[config.mk]
export PLATFORM = sky130hd
export DESIGN_NAME = alu_pipe
export DESIGN_NICKNAME = d
export VERILOG_FILES = /design/src/rtl/alu_pipe.sv
export SDC_FILE = /design/constraint.sdc
export NUM_CORES = 1
export LEC_CHECK = 0
export ABC_AREA = 0
export CAP_MARGIN = 20
export CORE_ASPECT_RATIO = 0.8
export CORE_MARGIN = 4
export CORE_UTILIZATION = 35
export DETAILED_ROUTE_END_ITERATION = 7
export HOLD_SLACK_MARGIN = 0.03
export SLEW_MARGIN = 15
export SYNTH_ARGS = -nofsm -noshare
export SYNTH_HDL_FRONTEND = slang
export SYNTH_SLANG_ARGS = --single-unit
[constraint.sdc]
create_clock -name clk -period 4.25 [get_ports clk]
set_input_delay 0.6375 -clock clk [delete_from_list [all_inputs] [get_ports clk]]
set_output_delay 0.6375 -clock clk [all_outputs]
set_load 0.1 [all_outputs]
[src/rtl/alu_pipe.sv]
// -----------------------------------------------------------------------------
// alu_pipe
//   Registered, valid/ready handshaked ALU with an iterative shift-add
//   multiplier. One operation in flight at a time. Non-MUL operations
//   present their result one cycle after acceptance; MUL presents after
//   WIDTH+1 cycles.
//
// Parameters
//   WIDTH   operand/result width in bits (>= 8)
//   MUL_EN  1 enables the iterative MUL; 0 treats the MUL opcode as reserved
//
// Ports
//   clk        clock, rising edge
//   rst        synchronous active-high reset
//   in_valid   operands/opcode valid
//   in_ready   operation accepted this cycle when in_valid is also high
//   a, b       operands
//   op         operation select (4 bits)
//   out_valid  result/flags valid
//   out_ready  consumer accepts result this cycle
//   result     registered result
//   zero       result == 0
//   negative   result MSB
//   carry      ADD carry-out / SUB no-borrow, 0 otherwise
//   overflow   ADD/SUB signed overflow, 0 otherwise
//   busy       high while the multiplier is iterating
// -----------------------------------------------------------------------------
module alu_pipe #(
    parameter int WIDTH  = 32,
    parameter bit MUL_EN = 1'b1
) (
    input  logic             clk,
    input  logic             rst,
    input  logic             in_valid,
    output logic             in_ready,
    input  logic [WIDTH-1:0] a,
    input  logic [WIDTH-1:0] b,
    input  logic [3:0]       op,
    output logic             out_valid,
    input  logic             out_ready,
    output logic [WIDTH-1:0] result,
    output logic             zero,
    output logic             negative,
    output logic             carry,
    output logic             overflow,
    output logic             busy
);

    localparam int SHW = $clog2(WIDTH);

    localparam logic [0:0] S_IDLE = 1'b0;
    localparam logic [0:0] S_MUL  = 1'b1;

    // Low 3 bits of ADD..SRA keep the legacy 3-bit encoding.
    localparam logic [3:0] OP_ADD  = 4'b0000;
    localparam logic [3:0] OP_SUB  = 4'b0001;
    localparam logic [3:0] OP_AND  = 4'b0010;
    localparam logic [3:0] OP_OR   = 4'b0011;
    localparam logic [3:0] OP_XOR  = 4'b0100;
    localparam logic [3:0] OP_SLL  = 4'b0101;
    localparam logic [3:0] OP_SRL  = 4'b0110;
    localparam logic [3:0] OP_SRA  = 4'b0111;
    localparam logic [3:0] OP_SLT  = 4'b1000;
    localparam logic [3:0] OP_SLTU = 4'b1001;
    localparam logic [3:0] OP_MUL  = 4'b1010;

    logic [0:0]       state;
    logic             accept;
    logic             is_mul;

    logic [WIDTH:0]   sum;
    logic [WIDTH:0]   diff;
    logic [SHW-1:0]   shamt;
    logic [WIDTH-1:0] alu_res;
    logic             alu_c;
    logic             alu_v;

    // Multiplier working registers.
    logic [WIDTH-1:0] mcand;
    logic [WIDTH-1:0] mplier;
    logic [WIDTH-1:0] acc;
    logic [SHW-1:0]   bit_cnt;
    logic [WIDTH-1:0] acc_next;
    logic             mul_done;

    // A new op is only taken when idle and the output slot is empty or
    // retiring this same cycle, so a held result is never overwritten.
    assign in_ready = !rst && (state == S_IDLE) && (!out_valid || out_ready);
    assign accept   = in_valid && in_ready;
    assign is_mul   = MUL_EN && (op == OP_MUL);

    // One extra bit captures carry-out (ADD) and borrow (SUB).
    assign sum   = {1'b0, a} + {1'b0, b};
    assign diff  = {1'b0, a} - {1'b0, b};
    assign shamt = b[SHW-1:0];

    // NOTE: every output of a combinational block gets a default first, so
    // no path through the case leaves a value unassigned (no latch).
    always_comb begin
        alu_res = '0;
        alu_c   = 1'b0;
        alu_v   = 1'b0;
        case (op)
            OP_ADD: begin
                alu_res = sum[WIDTH-1:0];
                alu_c   = sum[WIDTH];
                // Same-sign operands producing an opposite-sign result.
                alu_v   = (a[WIDTH-1] == b[WIDTH-1]) &&
                          (sum[WIDTH-1] != a[WIDTH-1]);
            end
            OP_SUB: begin
                alu_res = diff[WIDTH-1:0];
                // Borrow out of the top bit means a < b; carry is its inverse.
                alu_c   = !diff[WIDTH];
                alu_v   = (a[WIDTH-1] != b[WIDTH-1]) &&
                          (diff[WIDTH-1] != a[WIDTH-1]);
            end
            OP_AND:  alu_res = a & b;
            OP_OR:   alu_res = a | b;
            OP_XOR:  alu_res = a ^ b;
            OP_SLL:  alu_res = a << shamt;
            OP_SRL:  alu_res = a >> shamt;
            OP_SRA:  alu_res = $signed(a) >>> shamt;
            OP_SLT:  alu_res = {{(WIDTH-1){1'b0}}, ($signed(a) < $signed(b))};
            OP_SLTU: alu_res = {{(WIDTH-1){1'b0}}, (a < b)};
            // MUL (handled by the iterative path, or reserved when disabled)
            // and 1011-1111 all produce zero here.
            default: alu_res = '0;
        endcase
    end

    // One shift-add step: add the multiplicand when the current multiplier
    // bit is set. Only the low WIDTH bits are kept.
    assign acc_next = acc + (mplier[0] ? mcand : '0);
    assign mul_done = (bit_cnt == SHW'(WIDTH - 1));

    // NOTE: state updates use non-blocking assignments so every register
    // samples the pre-edge values of the others.
    always_ff @(posedge clk) begin
        if (rst) begin
            state     <= S_IDLE;
            out_valid <= 1'b0;
            result    <= '0;
            carry     <= 1'b0;
            overflow  <= 1'b0;
        end else begin
            // Retire the current result; a new load below may set it again.
            if (out_valid && out_ready) begin
                out_valid <= 1'b0;
            end
            case (state)
                S_IDLE: begin
                    if (accept) begin
                        if (is_mul) begin
                            state <= S_MUL;
                        end else begin
                            result    <= alu_res;
                            carry     <= alu_c;
                            overflow  <= alu_v;
                            out_valid <= 1'b1;
                        end
                    end
                end
                S_MUL: begin
                    if (mul_done) begin
                        result    <= acc_next;
                        carry     <= 1'b0;
                        overflow  <= 1'b0;
                        out_valid <= 1'b1;
                        state     <= S_IDLE;
                    end
                end
                default: state <= S_IDLE;
            endcase
        end
    end

    // NOTE: the multiplier datapath has no reset; it is fully loaded on every
    // MUL accept and its contents are only observed after that load. A reset
    // mid-multiply returns the FSM to IDLE, so the partial product is dropped.
    always_ff @(posedge clk) begin
        if (state == S_IDLE) begin
            if (accept && is_mul) begin
                mcand   <= a;
                mplier  <= b;
                acc     <= '0;
                bit_cnt <= '0;
            end
        end else begin
            mcand   <= mcand << 1;
            mplier  <= mplier >> 1;
            acc     <= acc_next;
            bit_cnt <= bit_cnt + 1'b1;
        end
    end

    assign zero     = (result == '0);
    assign negative = result[WIDTH-1];
    assign busy     = (state == S_MUL);

endmodule

==> key figures <==
Outcome
  • Status: finished clean

Yosys
  • Largest family of logic cells by synthesized area: compound AO/OA/AOI/OAI gates
  • Post-synth EDFFs: 99
  • Ys Warns: 0
  • Fraction of registers with async set/reset: 0%
  • Post-synthesis xor/xnor area fraction: 2.003%
  • Mean Syn Cell Area: 7.865 sq um
  • Synthesized area: 16180 sq um
  • Post-synthesis sequential area ratio: 23.08%
  • Synth cell types: 87
  • Mux share of post-synthesis cell area: 8.886%
  • Yosys reg bits: 137
  • Synthesized Nets: 2271
  • Mapped Cells: 2057
  • Ys flop type: edfxtp_1
  • Post-synth top area share: 18.37%
  • Synth Area in Compound Gates: 30.03%
  • Synth area leader: edfxtp_1
  • Area contributors post-synth: edfxtp_1, ha_1, a21oi_1
  • Simple-gate share of the synthesized area: 18.51%
  • Adder-Cell Fraction of Synth Area: 11.12%

STA
  • Period utilization: 96.73%
  • Period minus WS final: 4.111 ns
  • Final setup viols: 0
  • Clock Skews: 0.01672 ns
  • Tightest Pin Transition: 0.9924 ns
  • Fin. Hold Viols: 0
  • Slew headroom: 33.64%
  • Max-slew violations: 0
  • Unrepaired setup endpoints after global routing: no
  • Highest Clock Rate: 0.2432 GHz

Worst setup path
  • CP max stage delay: 0.55 ns
  • R2R depth: 12
  • Critical path class: input port to flop
  • Slowest CP cell: clkdlybuf4s50_1
  • Startpoint types: input port
  • CP required: 4.65 ns
  • CP Capture Type: flop
  • Critical path data arrival time: 4.51 ns
  • RR Endpoint: result[30]$_SDFFE_PP0P_
  • Reg2Reg Launch Point: mplier[0]$_DFFE_PP_
  • Critical-path cell list: clkdlybuf4s50_1 > buf_4 > ha_1 > fa_1 > a21oi_1 > o31ai_1 > a2111oi_2 > buf_4 > a221oi_1 > or2_2 > mux2_2 > o221ai_1 > a21oi_1 > nor3_1
  • Top fanout value on the critical path: 5
  • Register-to-register setup slack: 0.47 ns

Routing
  • Iteration-0 DRC Markers: 2111
  • Vias per cell: 6.203
  • Residual DRC count: 0
  • Drt wl/cell: 27.16 um
  • Post-DRT Antenna Nets: 0
  • Drt total wl: 78.11 mm
  • Via count: 17.84k
  • DRT Pass-1 Iters: 6

Floorplanning
  • Core ar.: 45720 sq um
  • Row cnt: 70
  • Ports: 111
  • Starting Density: 35.39%
  • Die area: 49750 sq um
  • Die Ht: 200.3 um
  • Die W: 248.4 um

GRT
  • Largest net degree at the start of global routing: 98
  • First-pass GRT wire length: 114.3 mm
  • Initial antenna violation count: 0
  • Vias in the first global route: 16.93k
  • GR Overflow Total: 0
  • GRT Total Usage: 30.74%

Clock tree
  • Post-CTS sizing: 0
  • Number of buffers created by CTS: 17
  • Root Driver: clkbuf_16
  • CTS Buffer Depth: 2
  • Clk_lat worst skew: 0.48 ns
  • CTS tree: done
  • CTS Hold Buffers Added: 0
  • Maximum level of the CTS H-tree: 4
  • Post-CTS setup buffers: 0
  • Clock-pin slew of the registers on the worst-case setup and hold paths: 0.08 ns
  • Clock sink count: 137

Layout
  • Nets: 2462
  • Non-Filler Instances: 2876
  • Most common cell after layout, fill and taps aside: nor2_1
  • Final core utilization: 43.11%
  • Most frequent cells in the layout: nor2_1, buf_4, a21oi_1
  • Area grow syn2layout: 21.83%
  • Proportion of layout cells with a drive suffix above 1: 14.37%
  • Post-route cell area: 19710 sq um

Power and ir drop
  • Peak VDD IR: 0.3077 mV
  • Leakage: 7.858 nW
  • PwrDens: 252.7 nW/um^2

Place
  • Cells after DPL: 2841
  • PortBufs: 110
  • Gpl congestion: 1.024
  • Detail Placement HPWL: 61.42 mm
  • DP Area: 19140 sq um

Run
  • MaxCap Viol Count: 0

Hold path
  • Worst Hold Class: flop to flop
  • Hold wc startpoint: overflow$_SDFFE_PP0P_
  • Hold EP: overflow$_SDFFE_PP0P_
  • Worst hold stages: 2
logic make-up after synthesis:
logic type                 count (synthesis)
AOI/OAI and AO/OA                        730
xor gates and xnor gates                  37
adders and majority gates                142
buffers and inverters                    257
DFF                                      137
muxes                                    106
and+or+nand+nor                          648
metal layers:
metal  share of wire [%]  global-route usage (%)
met5                   0                       0
met1                  45                   45.40
met2                  41                   43.21
met4                 3.0                   9.193
met3                  11                   8.700
cell usage after synthesis, drive strengths merged (10+ instances only):
library cell    n
nor4           21
xor2           10
dfxtp          38
a211oi         55
nor2b          19
o211ai         35
nand2b         15
edfxtp         99
inv           112
a21oi         190
and2           45
o221ai         16
clkbuf         94
o21ai         157
nor2          239
nand2         161
a22oi          23
buf            46
a22o           33
mux4           28
nand4          18
xnor2          27
mux2           21
a21o           32
o31ai          23
o21bai         18
mux2i          57
o21a           12
nand3          32
a31oi          30
nor3           59
or3            10
or2            11
a221oi         19
ha            139
layout make-up:
cell class | instances | area [sq um]
Timing Repair Buffer | 312 | 2748
Antenna cell | 3 | 7.507
Clock buffer | 20 | 467.9
Tap cell | 612 | 765.7
Fill cell | 4738 | 26010
Sequential cell | 137 | 3737
Clock inverter | 12 | 87.58
Inverter | 117 | 441.7
Multi-Input combinational cell | 1663 | 11460
worst max-delay path by stage:
stage | startpoint | endpoint | slack, ns | cells past startpoint
after CTS | a[0] | carry$_SDFFE_PP0P_ | 0.12 | 14
after global routing | a[0] | result[10]$_SDFFE_PP0P_ | 0.07 | 14
after global placement | a[0] | carry$_SDFFE_PP0P_ | -0.35 | 14
after floorplan | out_valid$_SDFF_PP0_ | acc[0]$_SDFFCE_PN0P_ | 0.04 | 5
after detailed placement | a[0] | carry$_SDFFE_PP0P_ | -0.38 | 14
final | a[0] | result[10]$_SDFFE_PP0P_ | 0.14 | 14
metrics by stage:
| step | hold slack (ns) | TNS (ns) | power [mW] | setup slack [ns] |
|---|---|---|---|---|
| after detailed placement | 0.4480 | -2.222 | 3.439 | -0.3780 |
| after CTS | 0.4578 | 0 | 4.952 | 0.1237 |
| after floorplan | 0.4362 | 0 | 2.653 | 0.04356 |
| after global placement | 0.4459 | -1.942 | 3.436 | -0.3537 |
| final | 0.4592 | 0 | 4.982 | 0.1389 |
| after global routing | 0.4838 | 0 | 5.159 | 0.06543 |
sequential cells by signal (all words and copies together), names as in the netlist:
name and flops:
mplier 32, overflow 1, out_valid 1, busy 1, mcand 32, result 32
carry 1, acc 32, bit_cnt 5
report_power, final:
part           switching (mW)  internal, mW  total (mW)
clock                   0.702         0.801        1.50
sequential             0.0381          1.46        1.50
combinational            1.28         0.701        1.98
worst max-delay path, delay by kind of cell:
kind / cells / cell delay, ns
mux: 1 / 0.26
simple gates: 2 / 0.50
buf+inv: 3 / 1.00
compound gates: 6 / 1.45
fa+ha+maj: 2 / 0.67
Note: power is estimated with default switching activity, not from simulation.
